`src/rtl/sync_fifo_param.sv`:
```
// sync_fifo_param: single-clock FIFO with occupancy count, programmable
// almost-full/almost-empty thresholds, sticky overflow/underflow flags and a
// selectable standard (registered) or first-word-fall-through read port.
//
// Ports:
//   clk, rst         clock, asynchronous active-high reset
//   winc, wdata      write request / data
//   wfull            count == DEPTH
//   walmost_full     count >= AF_LEVEL
//   rinc             read request (standard) or pop (FWFT)
//   rdata, rvalid    read data and its qualifier
//   rempty           count == 0
//   ralmost_empty    count <= AE_LEVEL
//   count            occupancy 0..DEPTH
//   overflow         sticky: write attempted while full
//   underflow        sticky: read attempted while empty
//   clr_err          synchronous clear of overflow/underflow
module sync_fifo_param #(
  parameter int DATA_WIDTH = 8,
  parameter int ADDR_WIDTH = 4,
  parameter int FWFT       = 0,
  parameter int AF_LEVEL   = 14,
  parameter int AE_LEVEL   = 2
) (
  input  logic                  clk,
  input  logic                  rst,
  input  logic                  winc,
  input  logic [DATA_WIDTH-1:0] wdata,
  output logic                  wfull,
  output logic                  walmost_full,
  input  logic                  rinc,
  output logic [DATA_WIDTH-1:0] rdata,
  output logic                  rvalid,
  output logic                  rempty,
  output logic                  ralmost_empty,
  output logic [ADDR_WIDTH:0]   count,
  output logic                  overflow,
  output logic                  underflow,
  input  logic                  clr_err
);

  localparam int DEPTH = 1 << ADDR_WIDTH;
  localparam logic [ADDR_WIDTH:0] AF_C = (ADDR_WIDTH+1)'(AF_LEVEL);
  localparam logic [ADDR_WIDTH:0] AE_C = (ADDR_WIDTH+1)'(AE_LEVEL);

  logic [DATA_WIDTH-1:0] mem [DEPTH];

  logic [ADDR_WIDTH:0] wptr, rptr, wptr_nxt, rptr_nxt, count_nxt;
  logic                wr_en, rd_en;

  // Accept decisions look only at current registered flags, so a blocked
  // write is never rescued by a same-cycle read (and vice versa).
  assign wr_en = winc & ~wfull;
  assign rd_en = rinc & ~rempty;

  always_comb begin
    wptr_nxt  = wptr + (ADDR_WIDTH+1)'(wr_en);
    rptr_nxt  = rptr + (ADDR_WIDTH+1)'(rd_en);
    count_nxt = count;
    case ({wr_en, rd_en})
      2'b10:   count_nxt = count + 1'b1;
      2'b01:   count_nxt = count - 1'b1;
      default: count_nxt = count;
    endcase
  end

  // Pointers, occupancy and flags. Flags are registered from next state so
  // they line up with count in the cycle after the causing edge.
  always_ff @(posedge clk or posedge rst) begin
    if (rst) begin
      wptr          <= '0;
      rptr          <= '0;
      count         <= '0;
      wfull         <= 1'b0;
      rempty        <= 1'b1;
      walmost_full  <= 1'b0;
      ralmost_empty <= 1'b1;
      overflow      <= 1'b0;
      underflow     <= 1'b0;
    end else begin
      wptr          <= wptr_nxt;
      rptr          <= rptr_nxt;
      count         <= count_nxt;
      // full: same address, opposite wrap bit; empty: identical pointers
      wfull         <= (wptr_nxt[ADDR_WIDTH-1:0] == rptr_nxt[ADDR_WIDTH-1:0]) &&
                       (wptr_nxt[ADDR_WIDTH] != rptr_nxt[ADDR_WIDTH]);
      rempty        <= (wptr_nxt == rptr_nxt);
      walmost_full  <= (count_nxt >= AF_C);
      ralmost_empty <= (count_nxt <= AE_C);
      // clear wins over a new error in the same cycle
      if (clr_err) begin
        overflow  <= 1'b0;
        underflow <= 1'b0;
      end else begin
        if (winc && wfull)  overflow  <= 1'b1;
        if (rinc && rempty) underflow <= 1'b1;
      end
    end
  end

  // Storage is deliberately not reset.
  always_ff @(posedge clk) begin
    if (wr_en) mem[wptr[ADDR_WIDTH-1:0]] <= wdata;
  end

  generate
    if (FWFT != 0) begin : g_fwft
      logic [DATA_WIDTH-1:0] head_nxt;

      // The next head is in memory unless it is the very slot being written
      // this edge (write into empty, or write+pop at count 1); forward wdata.
      always_comb begin
        head_nxt = mem[rptr_nxt[ADDR_WIDTH-1:0]];
        if (wr_en && (wptr == rptr_nxt)) head_nxt = wdata;
      end

      always_ff @(posedge clk or posedge rst) begin
        if (rst) begin
          rdata  <= '0;
          rvalid <= 1'b0;
        end else begin
          rvalid <= (count_nxt != '0);
          if (count_nxt != '0) rdata <= head_nxt;
        end
      end
    end else begin : g_std
      always_ff @(posedge clk or posedge rst) begin
        if (rst) begin
          rdata  <= '0;
          rvalid <= 1'b0;
        end else begin
          rvalid <= rd_en;
          if (rd_en) rdata <= mem[rptr[ADDR_WIDTH-1:0]];
        end
      end
    end
  endgenerate

endmodule
```
`config.mk`:
```
export PLATFORM = sky130hd
export DESIGN_NAME = sync_fifo_param
export DESIGN_NICKNAME = d
export VERILOG_FILES = /design/src/rtl/sync_fifo_param.sv
export SDC_FILE = /design/constraint.sdc
export NUM_CORES = 1
export LEC_CHECK = 0
export BUFFER_PORTS_ARGS = -buffer_cell sky130_fd_sc_hd__buf_2
export CAP_MARGIN = 20
export CORE_UTILIZATION = 52
export CTS_BUF_LIST = sky130_fd_sc_hd__clkbuf_8
export DETAILED_ROUTE_END_ITERATION = 7
export HOLD_SLACK_MARGIN = 0.08
export PLACE_DENSITY = 0.72
export SLEW_MARGIN = 20
export SYNTH_ARGS = -nofsm -noshare
export SYNTH_HDL_FRONTEND = slang
export SYNTH_SLANG_ARGS = --single-unit
```
`constraint.sdc`:
```
create_clock -name clk -period 2.61 [get_ports clk]
set_clock_uncertainty 0.1 [all_clocks]
set_input_delay 0.522 -clock clk [delete_from_list [all_inputs] [get_ports clk]]
set_output_delay 0.522 -clock clk [all_outputs]
set_load 0.005 [all_outputs]
```
==> load_flow_metrics.sql <==
INSERT INTO impl_metrics (metric_group, metric, value, unit) VALUES
('outcome', 'outcome', 'finished clean', ''),
('clock_tree', 'clk_pin_slew_worst_paths', '0.08', 'ns'),
('floorplan', 'fp.dieW', '113', 'um'),
('setup_path', 'critical-path-top-delay-family', 'compound AO/OA/AOI/OAI gates', ''),
('floorplan', 'ioPinCount', '33', ''),
('final_layout', 'fillCellCount', '884', ''),
('placement', 'place_ws', '0.0271', 'ns'),
('setup_path', 'critPathMaxFanout', '4', ''),
('power', 'cellInternalPower', '5.27', 'mW'),
('timing', 'grt_setup_unrepaired', 'false', ''),
('global_route', 'pin_count_of_the_biggest_net_entering_global_routing', '23', ''),
('floorplan', 'floorplan.core_area', '0.0120', 'mm^2'),
('floorplan', 'die_area', '0.0127', 'mm^2'),
('synthesis', 'synth.ff_latch_count', '158', ''),
('synthesis', 'synth.cells.most_frequent', 'sky130_fd_sc_hd__edfxtp_1 (128), sky130_fd_sc_hd__dfrtp_1 (28), sky130_fd_sc_hd__nor2_1 (17)', ''),
('synthesis', 'number_of_different_library_cells_in_the_post_synthesis_netlist', '43', ''),
('global_route', 'global_route_wire_length_before_repair', '18400', 'um'),
('setup_path', 'critical_path_cell_count', '10', ''),
('setup_path', 'critical_setup_path_kind', 'flip-flop to flip-flop', ''),
('timing', 'timing.final.setup_violations', '0', ''),
('setup_path', 'slowest_stage', 'sky130_fd_sc_hd__dfstp_2', ''),
('timing', 'timing_worst_slew_pin_value', '0.675', 'ns'),
('global_route', 'globalRouteTotalUtil', '20.5', '%'),
('drt', 'drt.antenna.violating_nets', '0', ''),
('timing', 'setup-tns-final', '0', 'ns'),
('placement', 'gpl.final_weighted_congestion', '0.835', ''),
('timing', 'timing.slew.headroom', '55.0', '%'),
('clock_tree', 'clk_root_buf', 'sky130_fd_sc_hd__clkbuf_8', ''),
('setup_path', 'timing.critical_path.cells', 'nand2b_2, inv_1, nand2_2, xnor2_1, ha_2, a22oi_1, o2bb2ai_1, a32oi_1, o31a_1, a311o_1', ''),
('floorplan', 'floorplan.initialDensity', '53.3', '%'),
('synthesis', 'synth-async-reset-ratio', '19.0', '%'),
('synthesis', 'syn-instance-count', '340', ''),
('synthesis', 'syn-mean-instance-area', '18.8', 'um^2'),
('drt', 'drcViolationCount', '0', ''),
('drt', 'detail_route.first_pass.iterations', '4', ''),
('synthesis', 'synth.top_cell.area_share', '60.1', '%'),
('final_layout', 'fraction_of_layout_cells_with_a_size_suffix_above_1', '27.8', '%'),
('hold_path', 'hold_start', 'clr_err', ''),
('timing', 'timing.final.crit_period', '2.46', 'ns'),
('power', 'combinationalPowerShare', '33.4', '%'),
('drt', 'drt-wirelength-per-cell', '20.9', 'um'),
('setup_path', 'regToRegStartpoint', 'rempty$_DFF_PP1_', ''),
('placement', 'post-dp-hpwl', '7660', 'um'),
('hold_path', 'worstHoldPathType', 'input pin to flip-flop', ''),
('power', 'power_per_cell_area', '1070', 'mW/mm^2'),
('clock_tree', 'post-cts-setup-buffer-count', '0', ''),
('drt', 'dr_total_vias', '3284', ''),
('timing', 'worst_hold_slack', '0.148', 'ns'),
('job', 'max_cap_violations', '0', ''),
('final_layout', 'final_design_area_no_fill', '0.00721', 'mm^2'),
('timing', 'report.final.hold_viol_count', '0', ''),
('timing', 'timing.final.crit_share', '94.2', '%'),
('global_route', 'grt_overflow', '0', ''),
('global_route', 'antenna_found_initial', '1', ''),
('synthesis', 'synthesis.nets', '359', ''),
('final_layout', 'layout-area-overhead-vs-synth', '12.8', '%'),
('setup_path', 'critPathRequiredTime', '2.82', 'ns'),
('clock_tree', 'cts_inserted_buffers', '17', ''),
('setup_path', 'worst_setup_start_kind', 'flip-flop', ''),
('setup_path', 'worstPathArrival', '2.67', 'ns'),
('floorplan', 'fp.dieH', '113', 'um'),
('synthesis', 'synthesis.area', '0.00640', 'mm^2'),
('drt', 'dr.first_iter.drc_count', '357', ''),
('final_layout', 'number_of_nets_in_the_layout', '421', ''),
('setup_path', 'path_buf_inv', '1', ''),
('synthesis', 'yosysWarningCount', '0', ''),
('setup_path', 'length_in_cells_of_the_worst_reg_to_reg_path', '10', ''),
('timing', 'post-route-worst-setup-slack', '0.152', 'ns'),
('placement', 'placed_area', '0.00685', 'mm^2'),
('power', 'peakVddDrop', '0.438', 'mV'),
('synthesis', 'number_of_flops_mapped_to_enable_cells_by_yosys', '128', '');
-- placed cells by master (no fill, tap or decap), types with 4 or more instances in the layout --
cell type,n
sky130_fd_sc_hd__a221o_1,8
sky130_fd_sc_hd__clkbuf_8,17
sky130_fd_sc_hd__xnor2_1,6
sky130_fd_sc_hd__mux4_1,16
sky130_fd_sc_hd__nand2_1,8
sky130_fd_sc_hd__mux2i_1,8
sky130_fd_sc_hd__nand3_1,5
sky130_fd_sc_hd__buf_4,27
sky130_fd_sc_hd__a21oi_1,6
sky130_fd_sc_hd__buf_2,32
sky130_fd_sc_hd__inv_1,10
sky130_fd_sc_hd__edfxtp_1,128
sky130_fd_sc_hd__ha_1,5
sky130_fd_sc_hd__mux2_2,8
sky130_fd_sc_hd__xor2_1,8
sky130_fd_sc_hd__nand2b_1,4
sky130_fd_sc_hd__clkinv_1,5
sky130_fd_sc_hd__dfrtp_1,27
sky130_fd_sc_hd__mux4_2,16
sky130_fd_sc_hd__nor2_1,17
sky130_fd_sc_hd__nor3_1,13
-- power groups by stage --
| stage | combinational, mW | clock [mW] | sequential (mW) |
|---|---|---|---|
| floorplan | 1.94 | 0 | 3.42 |
| global placement | 2.51 | 0 | 3.54 |
| detailed placement | 2.58 | 0 | 3.56 |
| CTS | 2.59 | 1.65 | 3.51 |
| global route | 2.82 | 1.74 | 3.56 |
| finish | 2.57 | 1.62 | 3.51 |
-- worst reg2reg max path, stage by stage (launching register included) --
cell	delay [ns]
sky130_fd_sc_hd__dfstp_2	0.54
sky130_fd_sc_hd__nand2b_2	0.15
sky130_fd_sc_hd__inv_1	0.07
sky130_fd_sc_hd__nand2_2	0.09
sky130_fd_sc_hd__xnor2_1	0.13
sky130_fd_sc_hd__ha_2	0.23
sky130_fd_sc_hd__a22oi_1	0.12
sky130_fd_sc_hd__o2bb2ai_1	0.16
sky130_fd_sc_hd__a32oi_1	0.09
sky130_fd_sc_hd__o31a_1	0.33
sky130_fd_sc_hd__a311o_1	0.33
-- area by class of cell --
type                    count  area, um^2  area share, %
clock buffers              17         234           3.24
clock inverters            13         109           1.51
inverters                   8        30.0          0.416
multi-input cells         156        1670           23.1
flip-flops and latches    158        4600           63.7
well taps                 147         184           2.55
repair buffers             61         393           5.45
-- layer usage --
layer	share of wire, %	track usage (%)	wire, um
met3	3.3	4.66	386
met4	1.8	9.47	216
met5	0	0	0
met1	43	26.1	4990
met2	52	34.1	6110
-- state kept, by name, summed over array words and instances (netlist names) --
register,cells
walmost_full,1
wfull,1
ralmost_empty,1
mem,128
rvalid,1
rdata,8
rptr,5
rempty,1
overflow,1
count,5
wptr,5
underflow,1
-- cell families after synthesis --
kind of cell | after synthesis | synth area share [%]
simple gates | 59 | 4.48
buf+inv | 26 | 2.23
fa+ha+maj | 6 | 1.17
compound gates | 29 | 3.48
flops | 158 | 71.9
mux | 48 | 14.9
xor+xnor | 14 | 1.92
-- path summary, 6_finish.rpt --
check	endpoint	slack (ns)
setup / recovery	walmost_full$_DFF_PP0_	0.15
hold / removal	underflow$_DFFE_PP0P_	0.15
setup reg to reg	walmost_full$_DFF_PP0_	0.15
hold reg to reg	underflow$_DFFE_PP0P_	0.40
max in group asynchronous	rptr[0]$_DFF_PP0_	1.13
min in group asynchronous	underflow$_DFFE_PP0P_	0.63
-- per-stage QoR --
stage | util [%] | instances
floorplan | - | 340
global placement | 57.1 | 529
detailed placement | 57.1 | 529
CTS | 60.0 | 560
global route | 60.1 | 560
finish | 60.1 | 560
-- timing repair --
| action | CTS | global route |
|---|---|---|
| hold endpoints to repair | 15 | 0 |
| hold buffers | 1 | 0 |
| gates resized for setup | 0 | 3 |
| endpoints found under the setup margin | 0 | 3 |
Power figures use the tool's default switching activity.
